[config.mk]
export PLATFORM = sky130hd
export DESIGN_NAME = level_crossing_ctrl_n
export DESIGN_NICKNAME = d
export VERILOG_FILES = /design/src/rtl/lc_pkg.sv /design/src/rtl/lc_wheel_fsm.sv /design/src/rtl/level_crossing_ctrl_n.sv
export SDC_FILE = /design/constraint.sdc
export NUM_CORES = 1
export LEC_CHECK = 0
export ABC_AREA = 1
export CORE_UTILIZATION = 35
export CTS_CLUSTER_DIAMETER = 100
export CTS_CLUSTER_SIZE = 30
export DETAILED_ROUTE_END_ITERATION = 7
export SLEW_MARGIN = 20
export SYNTH_ARGS = -nofsm -noshare
export SYNTH_HDL_FRONTEND = slang
export SYNTH_SLANG_ARGS = --single-unit
[constraint.sdc]
create_clock -name Clk -period 1.6 [get_ports Clk]
set_clock_uncertainty 0.05 [all_clocks]
set_input_delay 0.4 -clock Clk [delete_from_list [all_inputs] [get_ports Clk]]
set_output_delay 0.4 -clock Clk [all_outputs]
set_load 0.05 [all_outputs]
[src/rtl/lc_pkg.sv]
// Shared types and helpers for the multi-track level-crossing controller.
package lc_pkg;

  typedef enum logic [2:0] {
    StIdle,
    StA1,
    StAbA,
    StBLast,
    StB1,
    StAbB,
    StALast
  } wheel_state_e;

  typedef enum logic [1:0] {
    GsOpen,
    GsWarn,
    GsClosed,
    GsClearing
  } gate_state_e;

  // At least one bit so single-cycle phases still get a legal timer.
  function automatic int unsigned timer_width(int unsigned warn_cycles,
                                              int unsigned clear_cycles);
    int unsigned m;
    m = (warn_cycles > clear_cycles) ? warn_cycles : clear_cycles;
    return (m > 1) ? $clog2(m) : 1;
  endfunction

endpackage

[src/rtl/lc_wheel_fsm.sv]
// Per-track wheel direction detector plus saturating occupancy counter.
module lc_wheel_fsm
  import lc_pkg::*;
#(
  parameter int unsigned CNT_W = 4
) (
  input  logic             Clk,
  input  logic             Reset,
  input  logic             sens_a,
  input  logic             sens_b,
  output logic             a2b_pulse,
  output logic             b2a_pulse,
  output logic [CNT_W-1:0] count,
  output logic             cnt_err
);

  wheel_state_e     state_q, state_d;
  logic             a2b_done, b2a_done;
  logic             a2b_done_q, b2a_done_q;
  logic             a2b_pulse_q, b2a_pulse_q;
  logic [CNT_W-1:0] count_q, count_d;
  logic [1:0]       key;

  assign key = {sens_a, sens_b};

  always_comb begin
    state_d  = state_q;
    a2b_done = 1'b0;
    b2a_done = 1'b0;
    unique case (state_q)
      StIdle: begin
        if (key == 2'b10)      state_d = StA1;
        else if (key == 2'b01) state_d = StB1;
      end
      StA1, StAbA, StBLast: begin
        // Once A was seen first, the state simply tracks the current key.
        unique case (key)
          2'b10: state_d = StA1;
          2'b11: state_d = StAbA;
          2'b01: state_d = StBLast;
          default: begin
            state_d  = StIdle;
            a2b_done = (state_q == StBLast);
          end
        endcase
      end
      StB1, StAbB, StALast: begin
        unique case (key)
          2'b01: state_d = StB1;
          2'b11: state_d = StAbB;
          2'b10: state_d = StALast;
          default: begin
            state_d  = StIdle;
            b2a_done = (state_q == StALast);
          end
        endcase
      end
      default: state_d = StIdle;
    endcase
  end

  assign cnt_err = (a2b_pulse_q && (count_q == '1)) || (b2a_pulse_q && (count_q == '0));

  always_comb begin
    count_d = count_q;
    if (a2b_pulse_q && (count_q != '1)) count_d = count_q + CNT_W'(1);
    if (b2a_pulse_q && (count_q != '0)) count_d = count_q - CNT_W'(1);
  end

  always_ff @(posedge Clk) begin
    if (Reset) begin
      state_q     <= StIdle;
      a2b_done_q  <= 1'b0;
      b2a_done_q  <= 1'b0;
      a2b_pulse_q <= 1'b0;
      b2a_pulse_q <= 1'b0;
      count_q     <= '0;
    end else begin
      state_q     <= state_d;
      a2b_done_q  <= a2b_done;
      b2a_done_q  <= b2a_done;
      a2b_pulse_q <= a2b_done_q;
      b2a_pulse_q <= b2a_done_q;
      count_q     <= count_d;
    end
  end

  assign a2b_pulse = a2b_pulse_q;
  assign b2a_pulse = b2a_pulse_q;
  assign count     = count_q;

endmodule

[src/rtl/level_crossing_ctrl_n.sv]
// Multi-track level-crossing controller: per-track wheel counters feeding a
// shared timed gate FSM with a sticky count-error fault.
module level_crossing_ctrl_n
  import lc_pkg::*;
#(
  parameter int unsigned N_TRACKS     = 2,
  parameter int unsigned CNT_W        = 4,
  parameter int unsigned WARN_CYCLES  = 16,
  parameter int unsigned CLEAR_CYCLES = 32
) (
  input  logic                      Clk,
  input  logic                      Reset,
  input  logic [N_TRACKS-1:0]       sens_a,
  input  logic [N_TRACKS-1:0]       sens_b,
  output logic [N_TRACKS-1:0]       a2b_pulse,
  output logic [N_TRACKS-1:0]       b2a_pulse,
  output logic [N_TRACKS*CNT_W-1:0] occ_count,
  output logic [N_TRACKS-1:0]       occupied,
  output logic                      gate_open,
  output logic                      gate_warn,
  output logic                      fault
);

  localparam int unsigned TimerW = timer_width(WARN_CYCLES, CLEAR_CYCLES);
  localparam logic [TimerW-1:0] WarnLoad  = TimerW'(WARN_CYCLES - 1);
  localparam logic [TimerW-1:0] ClearLoad = TimerW'(CLEAR_CYCLES - 1);

  logic [N_TRACKS-1:0] trk_err;
  logic                any_occ;
  logic                fault_q, fault_d;
  gate_state_e         state_q, state_d;
  logic [TimerW-1:0]   timer_q, timer_d;

  for (genvar i = 0; i < N_TRACKS; i++) begin : g_track
    lc_wheel_fsm #(
      .CNT_W(CNT_W)
    ) u_wheel (
      .Clk      (Clk),
      .Reset    (Reset),
      .sens_a   (sens_a[i]),
      .sens_b   (sens_b[i]),
      .a2b_pulse(a2b_pulse[i]),
      .b2a_pulse(b2a_pulse[i]),
      .count    (occ_count[i*CNT_W +: CNT_W]),
      .cnt_err  (trk_err[i])
    );
    assign occupied[i] = |occ_count[i*CNT_W +: CNT_W];
  end

  assign any_occ = |occupied;
  assign fault_d = fault_q | (|trk_err);
  assign fault   = fault_q;

  always_comb begin
    state_d   = state_q;
    timer_d   = timer_q;
    gate_open = 1'b1;
    gate_warn = 1'b0;
    unique case (state_q)
      GsOpen: begin
        if (any_occ || fault_q) begin
          state_d = GsWarn;
          timer_d = WarnLoad;
        end
      end
      GsWarn: begin
        // Committed once started: a track clearing early does not abort closing.
        gate_warn = 1'b1;
        if (timer_q == '0) state_d = GsClosed;
        else               timer_d = timer_q - TimerW'(1);
      end
      GsClosed: begin
        gate_open = 1'b0;
        gate_warn = 1'b1;
        if (!any_occ && !fault_q) begin
          state_d = GsClearing;
          timer_d = ClearLoad;
        end
      end
      GsClearing: begin
        gate_open = 1'b0;
        gate_warn = 1'b1;
        if (any_occ || fault_q) state_d = GsClosed;
        else if (timer_q == '0) state_d = GsOpen;
        else                    timer_d = timer_q - TimerW'(1);
      end
      default: state_d = GsClosed;
    endcase
  end

  always_ff @(posedge Clk) begin
    if (Reset) begin
      state_q <= GsOpen;
      timer_q <= '0;
      fault_q <= 1'b0;
    end else begin
      state_q <= state_d;
      timer_q <= timer_d;
      fault_q <= fault_d;
    end
  end

endmodule

==> metrics.yaml, run 1 <==
cp_max_fo: 4
grt_overflow: 0
num_antenna_cells: 0
cts_inserted_buffers: 5
die-area_sq_um: 5468
synth_edf_count: 0
p_sw_w: 0.0006688
crit_chain: "clkdlybuf4s50_1, inv_1, buf_4, ha_1, o22ai_2, o31ai_2, nor2_1"
async_flop_share_pct: 0
cpMaxStageDelayCell: "clkdlybuf4s50_1"
wl_microns: 3588
synth_xor_area_share_pct: 1.934
drive_gt1_share_pct: 32.63
yosysMostFrequentCell: "inv_1"
fin_tns_setup_ns: 0
intPower_w: 0.001346
avgSynthCellArea_sq_um: 7.518
run_status: "finished, final reports clean"
clk_path_buf_depth: 2
grt_max_degree: 17
viasPerCell: 4.597
synth_mux_area_share_pct: 0
track_usage_pct: 14.31
setup_viol: 0
synth_top_family_by_area: "simple AND/OR/NAND/NOR gates"
cts_tree: "done"
critPathMaxStageDelay_ns: 0.53
cp.required_ns: 1.76
hold_viol_final: 0
maxCapViolations: 0
max_freq_mhz: 660.0
die_height_microns: 73.95
synth_cell_types: 38
maxSlewHeadroom_pct: 77.72
die_w_microns: 73.95
initial_core_util_pct: 37.37
p_comb_share_pct: 28.9
dr.pass1.iters: 4
antenna_found_initial: 0
power_w: 0.002014
detail-route-antenna-nets: 0
first_iter_violations: 70
finalMaxSlewViolations: 0
seq_area_frac_synth_pct: 33.15
rows: 25
syn_nets: 262
share_clk_of_total_power_pct: 28.8
grt_pass1_vias: 1425
drc: 0
crit_type: "input pin to flop"
startpoint_type: "input pin"
area_growth_syn_to_layout_pct: 45.23
dpl_cell_area_sq_um: 2442
worstPathArrival_ns: 1.68
p_seq_share_pct: 42.3
period_needed_ns: 1.515
worst_pin_slew_ns: 0.3337
cts_hold_buffers: 0
holdWs_ns: 0.3503
synth_top_area_share_pct: 33.15
insertion_delay_ns: 0.28
io_buffers: 22
postSynthCellCount: 241
stdcell_area_sq_um: 2631
clk_pin_slew_worst_paths_ns: 0.06
vdd_drop_max_uv: 428.1
end_kind: "flop"
hold_class: "flop to flop"
post_synth_instance_area_sq_um: 1812
pre_cts_ws_ns: -0.2079
post_drt_wl_per_cell_microns: 10.19
yosys.area.top_type: "dfxtp_1"
pwr_density_cell_nw_per_um2: 765.6
fin_nets: 305
cts_root_buf: "clkbuf_8"
synthAdderAreaFrac_pct: 10.36
num_io_pins: 23
synth-compound-area-share_pct: 15.68
p_leak_nw: 1.178
dpl.hpwl_microns: 2682
seqCellArea_sq_um: 633.1
grt_pass1_wl_microns: 5996
gp_congestion: 0.8118
synth_area_leaders: "dfxtp_1, ha_1, inv_1"
synth-simple-area-share_pct: 27.28
num_vias: 1618
grt_setup_unrepaired: "yes"
synth_ff_type: "dfxtp_1"
multi_input_area_sq_um: 1104
n_fill_cell: 459
clock-sinks: 30
fin_crit_sh_pct: 94.69
final.setup.worst_slack_ns: 0.08494
ys_ff_latch: 30
synth_common_cells: "inv_1, nand2_1, dfxtp_1"
cts_max_level: 2
core_sq_um: 4848
netSwitchingFraction_pct: 33.20
ys_warn_count: 0
==> kinds of logic (layout without fill, tap and decap cells) <==
family	after synthesis	in the layout
xor gates and xnor gates	4	4
AOI/OAI and AO/OA	45	45
and+or+nand+nor	96	96
buffers and inverters	51	95
DFF	30	30
adders and majority gates	15	15
==> layout by cell type, fill, tap and decap left out, types with 3 or more instances in the layout <==
cell,n
nor2_4,4
inv_1,42
a21oi_1,9
clkbuf_8,5
nand2_4,4
clkdlybuf4s50_1,5
ha_1,12
xor2_1,3
o22ai_1,4
nand3_1,11
nor2_1,16
nor3_1,4
nand2_2,5
ha_2,3
buf_4,20
a21oi_2,4
buf_12,18
nand2_1,35
dfxtp_1,20
dfxtp_4,8
o21ai_0,14
==> worst paths after layout <==
check / start / endpoint / slack, ns / cells past startpoint
max: sens_b[0] / g_track[0].u_wheel.state_q[2]$_SDFFE_PP0P_ / 0.08 / 7
min: g_track[0].u_wheel.a2b_done_q$_SDFF_PP0_ / g_track[0].u_wheel.a2b_pulse$_SDFF_PP0_ / 0.35 / 2
max reg2reg: g_track[0].u_wheel.count[0]$_SDFFE_PP0P_ / timer_q[4]$_SDFFE_PP0P_ / 0.08 / 9
min reg2reg: g_track[0].u_wheel.a2b_done_q$_SDFF_PP0_ / g_track[0].u_wheel.a2b_pulse$_SDFF_PP0_ / 0.35 / 2
==> stage by stage <==
stage | util [%] | std cells
3_5_place_dp | 50.37 | 338
2_1_floorplan | - | 241
5_1_grt | 54.27 | 352
4_1_cts | 52.08 | 346
3_3_place_gp | 50.37 | 338
6_report | 54.27 | 352
==> per-layer routing <==
layer	part of all wire [%]	up-vias	track usage [%]
li1	-	863	-
met1	48	724	17.79
met2	48	27	22.93
met3	2.4	4	4.472
met4	1.3	0	5.983
met5	0	-	0
==> power by group through the flow <==
stage | Sequential [W] | Clock [W] | Combinational (W)
after CTS | 0.000844 | 0.000610 | 0.000562
after global routing | 0.000860 | 0.000632 | 0.000647
after global placement | 0.000860 | 0 | 0.000553
final | 0.000851 | 0.000580 | 0.000583
after detailed placement | 0.000859 | 0 | 0.000557
after floorplan | 0.000851 | 0 | 0.000409
==> registers in the layout, indices dropped and copies added, names as in the netlist <==
register and cells:
g_track.u_wheel.a2b_pulse 2, g_track.u_wheel.count 8, g_track.u_wheel.b2a_done_q 2, fault 1, timer_q 5, state_q 2, g_track.u_wheel.state_q 6, g_track.u_wheel.a2b_done_q 2
g_track.u_wheel.b2a_pulse 2
==> final cells by class <==
class	instances	share of cell area, %
well taps	67	3.186
clock inverters	2	0.3804
clock buffers	6	2.758
inverters	44	6.372
repair buffers	43	21.30
flip-flops and latches	30	24.06
multi-input cells	160	41.94
==> critical path: cells and delay by family <==
| family | cells | cell delay (ns) |
|---|---|---|
| simple gates | 1 | 0.09 |
| fa+ha+maj | 1 | 0.21 |
| compound gates | 2 | 0.24 |
| buf+inv | 3 | 0.74 |
==> repair_timing <==
action                     in CTS  in global routing
pin swaps                       0                  7
setup endpoints to repair       1                 10
resized for setup               1                 17
hold endpoints to repair        0                  0
setup buffers                   0                  6
No activity file was read; power rests on OpenSTA's default activity.
==> run 2, diff against run 1 <==
Settings changed: CORE_MARGIN set to 2, GPL_ROUTABILITY_DRIVEN set to 0, GPL_TIMING_DRIVEN set to 0.
==> run 2 against run 1 <==
Utilization decreased by 7.5 points. Critical path depth decreased by 4. Critical path type is now flop to output pin. Highest routed layer unchanged. Non-clock buffer count decreased by 9. Final cell count decreased by 1.7%. Die area increased by 5.5%. Largest cell class unchanged. Final area decreased by 10%. Largest power group unchanged.
==> metrics.yaml, run 2 (synthesized netlist as in run 1, its figures left out) <==
run_status: "finished, final reports clean"
initial_core_util_pct: 35.93
clk_path_buf_depth: 2
grt_overflow: 0
maxSlewHeadroom_pct: 67.52
p_seq_share_pct: 42.7
core_sq_um: 5042
cts_root_buf: "clkbuf_8"
largest_reg_flops: 8
die-area_sq_um: 5768
p_comb_share_pct: 26.6
fin_crit_sh_pct: 96.95
n_fill_cell: 520
period_needed_ns: 1.551
p_sw_w: 0.0006524
first_iter_violations: 49
cp.required_ns: 1.15
num_io_pins: 23
dpl.hpwl_microns: 2671
maxCapViolations: 0
setup_viol: 0
intPower_w: 0.001353
insertion_delay_ns: 0.27
fin_util_pct: 46.72
cpMaxStageDelayCell: "dfxtp_4"
pwr_density_cell_nw_per_um2: 851.2
wl_microns: 3586
end_kind: "output pin"
clock-sinks: 30
worstPathArrival_ns: 1.10
die_height_microns: 75.95
power_w: 0.002005
finalMaxSlewViolations: 0
die_w_microns: 75.95
clk_pin_slew_worst_paths_ns: 0.06
track_usage_pct: 12.67
critPathMaxStageDelay_ns: 0.36
grt_pass1_wl_microns: 6106
max_freq_mhz: 644.7
num_vias: 1574
layout.cells.most_common: "inv_1"
dpl_cell_area_sq_um: 2183
grt_max_degree: 11
vdd_drop_max_uv: 485.4
crit_type: "flop to output pin"
detail-route-antenna-nets: 0
hold_class: "flop to flop"
stdcell_area_sq_um: 2356
grt_setup_unrepaired: "yes"
cts_inserted_buffers: 5
cts_max_level: 2
cts_tree: "done"
worst_pin_slew_ns: 0.4873
final_cell_mix: "inv_1, nand2_1, dfxtp_1"
num_antenna_cells: 0
p_leak_nw: 1.089
io_buffers: 21
post_drt_wl_per_cell_microns: 10.36
cp_max_fo: 5
hold_viol_final: 0
drive_gt1_share_pct: 29.71
dr.pass1.iters: 4
netSwitchingFraction_pct: 32.53
drc: 0
fin_nets: 296
antenna_found_initial: 0
crit_chain: "nor2_4, nand2_4, buf_2"
grt_pass1_vias: 1387
viasPerCell: 4.549
startpoint_type: "flop"
share_clk_of_total_power_pct: 30.7
area_growth_syn_to_layout_pct: 30.04
rows: 26
[run 2: path summary, 6_finish.rpt]
path                                                               start                                 endpoint  slack [ns]  cells past startpoint
worst max register to register  g_track[0].u_wheel.count[2]$_SDFFE_PP0P_                  timer_q[3]$_SDFFE_PP0P_        0.07                      9
worst min-delay path            g_track[1].u_wheel.b2a_done_q$_SDFF_PP0_  g_track[1].u_wheel.b2a_pulse$_SDFF_PP0_        0.35                      2
worst min register to register  g_track[1].u_wheel.b2a_done_q$_SDFF_PP0_  g_track[1].u_wheel.b2a_pulse$_SDFF_PP0_        0.35                      2
worst max-delay path            g_track[1].u_wheel.count[3]$_SDFFE_PP0P_                              occupied[1]        0.05                      3
[run 2: critical path, delay by kind of cell (launching register included)]
family | cells | cell delay, ns
flip-flops | 1 | 0.36
buffers and inverters | 1 | 0.22
AND/OR/NAND/NOR | 2 | 0.25
[run 2: cell type report]
cell class	instances	area [sq um]	area share, %
plain buffers	7	42.54	1.806
clock buffers	8	90.09	3.824
inverters	44	167.7	7.116
multi-input cells	160	1095	46.47
flip-flops and latches	30	636.9	27.03
well taps	70	87.58	3.717
repair buffers	27	236.5	10.04
[run 2: routing by layer]
metal	up-vias	global-route usage, %	share of wire (%)
met1	694	16.80	47
met2	30	20.09	48
li1	846	-	-
met5	-	0	0
met4	0	5.818	1.0
met3	4	2.262	3.8
[run 2: stage by stage]
step	instances	hold slack (ns)	TNS, ns	setup WS [ns]
detailed placement	332	0.3432	-4.027	-0.3781
global placement	332	0.3455	-3.879	-0.3506
CTS	340	0.3427	0	0.003276
global route	346	0.3619	-0.06884	-0.06528
finish	346	0.3472	0	0.04885
floorplan	241	0.3383	-0.007806	-0.007806
[run 2: power by group through the flow]
stage	registers (W)	logic, W	clock network (W)
after floorplan	0.000851	0.000409	0
after global placement	0.000860	0.000504	0
after detailed placement	0.000859	0.000513	0
after CTS	0.000845	0.000512	0.000638
after global routing	0.000867	0.000593	0.000670
final	0.000856	0.000534	0.000615
[run 2: timing repair]
item	in CTS	in global routing
endpoints found under the setup margin	19	16
pin swaps	0	12
setup buffers	0	6
endpoints found under the hold margin	0	0
hold buffers	0	0
gates resized for setup	66	29
